==> src/rtl/mips_rf_pkg.sv <==
// Shared types for the multi-port MIPS register file: write-path shift modes
// and the clear-engine states.
package mips_rf_pkg;

    typedef enum logic [1:0] {
        SH_NONE = 2'b00,
        SH_SLL  = 2'b01,
        SH_SRL  = 2'b10,
        SH_SRA  = 2'b11
    } shift_e;

    typedef enum logic {
        CLEAR = 1'b0,
        READY = 1'b1
    } state_e;

endpackage

==> src/rtl/rf_shifter.sv <==
// Write-path data selector: passes wd through or shifts the register-file
// source operand left, logically right, or arithmetically right.
module rf_shifter
    import mips_rf_pkg::*;
#(
    parameter  int W  = 32,
    localparam int SW = $clog2(W)
) (
    input  logic [W-1:0]  wd,
    input  logic [W-1:0]  src,
    input  logic [SW-1:0] shamt,
    input  shift_e        shift,
    output logic [W-1:0]  result
);

    // Select the value to be written for the current shift mode
    always_comb begin
        result = wd;
        case (shift)
            SH_NONE: result = wd;
            SH_SLL:  result = src << shamt;
            SH_SRL:  result = src >> shamt;
            SH_SRA:  result = $signed(src) >>> shamt;
            default: result = wd;
        endcase
    end

endmodule

==> src/rtl/mips_regfile_mp.sv <==
// Parametrised multi-read-port register file with post-reset clear engine.
// Optional same-cycle write-to-read forwarding is enabled by RF_BYPASS_EN.
module mips_regfile_mp
    import mips_rf_pkg::*;
#(
    parameter  int W     = 32,
    parameter  int DEPTH = 32,
    parameter  int NREAD = 2,
    localparam int AW    = $clog2(DEPTH),
    localparam int SW    = $clog2(W)
) (
    input  logic                clk,
    input  logic                reset,
    input  logic                we,
    input  logic [AW-1:0]       wa,
    input  logic [W-1:0]        wd,
    input  logic [1:0]          shift,
    input  logic [SW-1:0]       shamt,
    input  logic [NREAD*AW-1:0] ra,
    output logic [NREAD*W-1:0]  rd,
    output logic                ready,
    output logic                busy
);

    state_e         state_q, state_d;
    logic [AW-1:0]  cnt_q, cnt_d;
    logic [W-1:0]   rf_q [DEPTH];
    logic [AW-1:0]  src_addr_s;
    logic [W-1:0]   src_s;
    logic [W-1:0]   wr_data_s;
    logic           wr_act_s;

    assign ready = (state_q == READY);
    assign busy  = (state_q != READY);

    // The shift source always comes from the array, never from the bypass path
    assign src_addr_s = ra[AW +: AW];
    assign src_s      = (src_addr_s != '0) ? rf_q[src_addr_s] : {W{1'b0}};
    assign wr_act_s   = (state_q == READY) && we && (wa != '0);

    rf_shifter #(.W(W)) u_shifter (
        .wd     (wd),
        .src    (src_s),
        .shamt  (shamt),
        .shift  (shift_e'(shift)),
        .result (wr_data_s)
    );

    // Clear-engine state and entry counter
    always_ff @(posedge clk) begin
        if (reset) begin
            state_q <= CLEAR;
            cnt_q   <= '0;
        end else begin
            state_q <= state_d;
            cnt_q   <= cnt_d;
        end
    end

    // Next state: walk every entry once, then stay usable until reset
    always_comb begin
        state_d = state_q;
        cnt_d   = cnt_q;
        case (state_q)
            CLEAR: begin
                cnt_d = cnt_q + AW'(1);
                if (cnt_q == AW'(DEPTH - 1)) begin
                    state_d = READY;
                end else begin
                    state_d = CLEAR;
                end
            end
            READY:   state_d = READY;
            default: state_d = CLEAR;
        endcase
    end

    // Array update: zero fill while clearing, normal writes once ready
    always_ff @(posedge clk) begin
        if (!reset) begin
            if (state_q == CLEAR) begin
                rf_q[cnt_q] <= '0;
            end else if (wr_act_s) begin
                rf_q[wa] <= wr_data_s;
            end
        end
    end

    for (genvar i = 0; i < NREAD; i++) begin : g_rd
        logic [AW-1:0] raddr_s;
        logic [W-1:0]  rdata_s;

        assign raddr_s = ra[i*AW +: AW];

        // Read port: address 0 and the not-yet-cleared array are masked to 0
        always_comb begin
            rdata_s = {W{1'b0}};
            if (ready && (raddr_s != '0)) begin
`ifdef RF_BYPASS_EN
                if (wr_act_s && (raddr_s == wa)) begin
                    rdata_s = wr_data_s;
                end else begin
                    rdata_s = rf_q[raddr_s];
                end
`else
                rdata_s = rf_q[raddr_s];
`endif
            end else begin
                rdata_s = {W{1'b0}};
            end
        end

        assign rd[i*W +: W] = rdata_s;
    end

endmodule

==> config.mk <==
export PLATFORM = sky130hd
export DESIGN_NAME = mips_regfile_mp
export DESIGN_NICKNAME = d
export VERILOG_FILES = /design/src/rtl/mips_rf_pkg.sv /design/src/rtl/rf_shifter.sv /design/src/rtl/mips_regfile_mp.sv
export SDC_FILE = /design/constraint.sdc
export NUM_CORES = 1
export LEC_CHECK = 0
export BUFFER_PORTS_ARGS = -buffer_cell sky130_fd_sc_hd__buf_4
export CAP_MARGIN = 20
export CORE_MARGIN = 2
export CORE_UTILIZATION = 55
export CTS_CLUSTER_SIZE = 24
export DETAILED_ROUTE_END_ITERATION = 16
export PLACE_DENSITY = 0.71
export SLEW_MARGIN = 0
export SYNTH_ARGS = -nofsm -noshare
export SYNTH_HDL_FRONTEND = slang
export SYNTH_SLANG_ARGS = --single-unit
==> constraint.sdc <==
create_clock -name clk -period 7.7 [get_ports clk]
set_clock_uncertainty 0.15 [all_clocks]
set_input_delay 1.54 -clock clk [delete_from_list [all_inputs] [get_ports clk]]
set_output_delay 1.54 -clock clk [all_outputs]
set_load 0.01 [all_outputs]
======== Yosys cells after proc, flatten, opt, wreduce, memory -nomap -nowiden ========
Memories as Yosys holds them, arrays and structs flattened.
Index checks and enable logic that the tools add are counted.
word-level totals
  RAM bits ................................ 1024
  logic and storage cells ................. 37
  input bits .............................. 57
  latch bits .............................. 0
  bits in read-only memories .............. 0
  memories kept ........................... 1
  flip-flop bits (word level) ............. 6
  output and inout bits ................... 66
cells by class
  bitwise operators ....................... 1
  div/mod/pow operators ................... 0
  reductions and logical operators ........ 9
  $add $sub $neg .......................... 1
  multiplexer cells ....................... 16
  magnitude comparators ................... 0
  multipliers ............................. 0
  shift-type cells ........................ 3
  eq/ne operators ......................... 4
memories
  name  words  width  read ports  clocked after Yosys merged registers in  wr ports  line                   text
  rf_q  32     32     2           0                                        1         mips_regfile_mp.sv:27  logic [W-1:0] rf_q [DEPTH];
operator list
  cell                   number
  $mux W32               4
  $pmux W32 S4           1
  $reduce_or A32 Y1      1
  $shl A32 B5 Y32        1
  $shr A32 B5 Y32        1
  $sshr A32 B5 Y32       1
  $reduce_bool A5 Y1     3
  $mux W1                9
  $add A5 B1 Y5 const B  1
  $eq A5 B5 Y1 const B   1
  $mux W5                1
  $eq A2 B2 Y1 const B   2
  $logic_and A1 B1 Y1    4
  $eq A2 B1 Y1 const B   1
  $logic_not A2 Y1       1
  $pmux W1 S2            1
  $not A1 Y1             1

======== Longest topological paths before layout ========
  depth in word-level cells ............... 8
  mapped depth ............................ 16
  depth with buffers taken out ............ 9

======== By module ========
A second synthesis with hierarchy kept.
second synthesis, totals
  cells, all modules ...................... 3737
  area total of the unflattened synthesis .. 53915.5 um^2
modules (own cells, without submodules)
  module           cells each  area each (um^2)  times used  seq. area each (um^2)
  mips_regfile_mp  3163        49379.9           1           30869.6
  rf_shifter       574         4535.6            1           0.0

======== Least setup slack after synthesis ========
No wires, ideal clock.
  kind .................................... in2reg
  from .................................... input ra[5]
  to ...................................... memory rf_q[0][19] (data pin)
  setup time .............................. 467 ps
  stages .................................. 15
  data arrival time ....................... 5303 ps
  slack ................................... 1780 ps
  buffers on the path ..................... 6
  data required time ...................... 7083 ps
  cell sequence ........................... buf_6 buf_12 buf_6 buf_6 buf_6 buf_4 mux2i_1 o22a_1 nand4_1 nand2_1 mux4_1 mux2_2 nor2_1 o32ai_1 o31ai_1
on the way
  word-level cells in the longest chain between the ends .. 5
  elaborated cells on any way between the ends .. 8
  those cells by class .................... 3 x shift; 3 x mux; 1 x reduce/logical; 1 x memory
RTL lines
  element                                                line                   text
  from (decl)                                            mips_regfile_mp.sv:19  input logic [NREAD*AW-1:0] ra,
  $mem_v2 Z32 W32 or $reduce_bool A5 Y1 (tied branches)  --
  $mux W32 *                                             mips_regfile_mp.sv:38  assign src_s = (src_addr_s != '0) ? rf_q[src_addr_s] : {W{1'b0}};
  $sshr A32 B5 Y32 (tied with other cells)               rf_shifter.sv:23       SH_SRA: result = $signed(src) >>> shamt;
  $pmux W32 S4 *                                         rf_shifter.sv:19       case (shift)
  $mux W32 (no source line) *                            --
  to (decl)                                              mips_regfile_mp.sv:27
Mark *: on every way between the ends. The rest lies on a longest branch, timed or not.

======== Final worst setup path ========
  from .................................... input ra[8]
  to ...................................... output rd[45]
on the way
  word-level cells in the longest chain between the ends .. 3
  elaborated cells on any way between the ends .. 4
  those cells by class .................... 1 x mux; 2 x reduce/logical; 1 x memory
RTL lines
  element                                                                  line                   text
  parallel branches: the longest is 2 deep, another holds $mem_v2 Z32 W32  --
  $mux W32 *                                                               mips_regfile_mp.sv:98  if (ready && (raddr_s != '0)) begin
  to (decl)                                                                mips_regfile_mp.sv:20  output logic [NREAD*W-1:0] rd,
Mark *: on every way between the ends.

==> metrics.md <==
| Metric | Value |
|---|---|
| Die W | `314 um` |
| P_leak | `18.7 nW` |
| CP top delay family | `simple AND/OR/NAND/NOR gates` |
| Hold/Removal Path Class | `reg -> reg` |
| RSZ-0062 raised after global routing | `no` |
| Boundary pin count | `123` |
| Startpoint class of the critical path | `primary input` |
| Setup WS pre-CTS | `809 ps` |
| Most common cell after layout, fill and taps aside | `edfxtp_1` |
| Pre-Repair DR Iteration Count | `6` |
| Post-Route WL | `208 mm` |
| Number of synthesized flops with an enable pin | `1,024` |
| Most frequent cells in the layout | `edfxtp_1 (1,024), mux4_2 (405), buf_4 (289), mux2i_1 (217), nand2_1 (154)` |
| Port Buffers | `122` |
| CP peak stage delay | `920 ps` |
| Critical path required time | `6010 ps` |
| Clock Sinks | `1,030` |
| Max cap viols | `0` |
| Distinct cells, synth | `92` |
| H-tree Lvls | `3` |
| DRC | `0` |
| Bufs on Longest Clock Path | `3` |
| Final critical-path required period | `6620 ps` |
| Pins Over Slew Limit | `0` |
| CTS root buf | `clkbuf_16` |
| Slew margin rel. | `0.217` |
| Area growth syn-to-layout | `11.9%` |
| Final worst setup slack | `1080 ps` |
| Crit-path max FO | `31` |
| Vias in the first global route | `36,800` |
| # nets final | `3,465` |
| Num CTS Buffers | `103` |
| Slowest stage cell, crit path | `or3_2` |
| Core footprint | `95,300 sq um` |
| Die ar. | `98,900 sq um` |
| Crit path cell chain | `buf_4 > or3_2 > buf_4 > o22a_1 > nand4_1 > nand2_1 > nor2_1 > buf_4` |
| Worst skew pair latency | `730 ps` |
| CTS resizes | `0` |
| Syn Inst Count | `3,275` |
| R2R depth | `7` |
| Post-synth top flop | `edfxtp_1` |
| Mapped Area | `53,000 sq um` |
| Cts hold-fix bufs | `0` |
| DP Cell Count | `4,563` |
| Crit path kind | `in -> out` |
| Tot GR Track Use | `0.421` |
| Part of the Yosys area used for sequential elements | `0.582` |
| Worst hold path depth | `2` |
| VDD IR max | `0.213 mV` |
| Synthesized area per cell | `16.2 sq um` |
| Final setup fails | `0` |
| WP depth | `8` |
| Worst Tran Pin Value | `1170 ps` |
| Fraction of registers with async set/reset | `0` |
| Final instance area | `59,300 sq um` |
| DP Area | `56,100 sq um` |
| Routed via count | `37,700` |
| TNS Setup | `0 ps` |
| CP arrival | `4930 ps` |
| Flop and latch count out of synthesis | `1,030` |
| Rows | `113` |
| Detail Route Antenna Nets | `0` |
| Post-Route Utilization | `0.623` |
| Initial core utilization | `0.556` |
| CTS tree | `yes` |
| Die H | `314 um` |
| Pwr per Cell Area | `207 nW/um^2` |
| Status | `finished, final reports clean` |
| Vias per cell | `7.92` |
| DR WL/cell | `43.7 um` |
| GP Congestion | `1.03` |
| Post-Layout Cell Count | `4,760` |
| Initial drt markers | `6,501` |
| DP HPWL | `132 mm` |
| CP endpoint kind | `output pin` |
| Initial antenna violation count | `6` |
| Syn. warnings | `0` |
| Fmax achieved | `151 MHz` |
| Layout cells sized above 1 | `0.301` |
| Post-CTS setup buffer count | `0` |
| Syn nets | `3,334` |
| First-pass GRT wire length | `287 mm` |
| Largest net degree at the start of global routing | `88` |
| Fin crit share | `0.860` |
| GRT overflow | `0` |
| Most frequent CP cell | `buf_4` |
| Hold Vio Cnt, Final | `0` |
| Crit path buf inv count | `3` |
| Clk slew on worst S/H paths | `60 ps` |
-- worst paths after layout --
kind,startpoint,endpoint,slack [ps]
worst max register to register,ready$_SDFF_PP0_,rf_q[7][1]$_DFFE_PP_,2450
worst max-delay path,ra[8],rd[45],1080
worst min-delay path,cnt_q[4]$_SDFFE_PP0N_,cnt_q[4]$_SDFFE_PP0N_,410
worst min register to register,cnt_q[4]$_SDFFE_PP0N_,cnt_q[4]$_SDFFE_PP0N_,410
-- cells in the mapped netlist (26+ instances only) --
master | instances | area share
edfxtp_1 | 1024 | 0.58
mux4_2 | 405 | 0.17
mux2i_1 | 217 | 0.041
clkbuf_1 | 169 | 0.012
nor2_1 | 168 | 0.012
nand2_1 | 155 | 0.011
mux2_2 | 96 | 0.020
o21ai_0 | 93 | 0.0088
a21oi_1 | 76 | 0.0072
nand3_1 | 68 | 0.0064
o22ai_1 | 67 | 0.0079
a22oi_1 | 56 | 0.0079
a221oi_1 | 44 | 0.0073
o221ai_1 | 44 | 0.0073
nor3_1 | 41 | 0.0039
nand4_1 | 39 | 0.0046
mux4_1 | 36 | 0.018
buf_2 | 33 | 0.0031
o22a_1 | 33 | 0.0055
buf_1 | 32 | 0.0023
o211ai_1 | 30 | 0.0042
a211oi_1 | 28 | 0.0040
buf_6 | 26 | 0.0055
-- cell type report --
cell class	count	area [sq um]
fillers	6911	35900
diodes	3	7.51
repair buffers	312	2620
clock inverters	70	478
clock buffers	121	2710
well taps	1265	1580
multi-input cells	1946	21000
inverters	13	48.8
flip-flops and latches	1030	30900
-- tightest hold or removal path, cell delays in order (launching register included) --
cell     delay (ps)
dfxtp_1         360
mux2i_1          90
nor2_1           80
-- flip-flops by register name (all words and copies together), names as in the netlist --
signal and cells:
rf_q 1024, ready 1, cnt_q 5
-- where the power goes --
part / internal [mW] / switching [mW] / leakage [nW]
Combinational: 0.461 / 0.895 / 8.29
Sequential: 6.11 / 0.0189 / 8.83
Clock: 2.65 / 2.15 / 1.56
Total: 9.22 / 3.07 / 18.7
-- per-layer routing --
metal	global-route usage	vias to the layer above	wire [um]	part of all wire
li1	-	14200	-	-
met1	0.564	19300	72200	0.35
met2	0.633	3558	93900	0.45
met3	0.113	696	28600	0.14
met4	0.234	8	13300	0.064
met5	0	-	54	0.00026
-- through the flow --
stage                     power (mW)  hold WS, ps
after floorplan                 7.05          342
after global placement          7.56          357
after detailed placement        7.55          391
after CTS                       12.2          410
after global routing            12.5          468
final                           12.3          411
-- logic make-up (layout without fill, tap and decap cells) --
family	count (synthesis)	count (layout)	synth area share
AND/OR/NAND/NOR	543	543	0.0471
other	0	3	0
AO/OA/AOI/OAI	641	641	0.0881
XOR/XNOR	3	3	0.000496
buffers and inverters	299	516	0.0295
adder cells (fa/ha/maj)	2	2	0.000472
multiplexers	757	757	0.252
flip-flops	1030	1030	0.582
No activity file was read; power rests on OpenSTA's default activity.
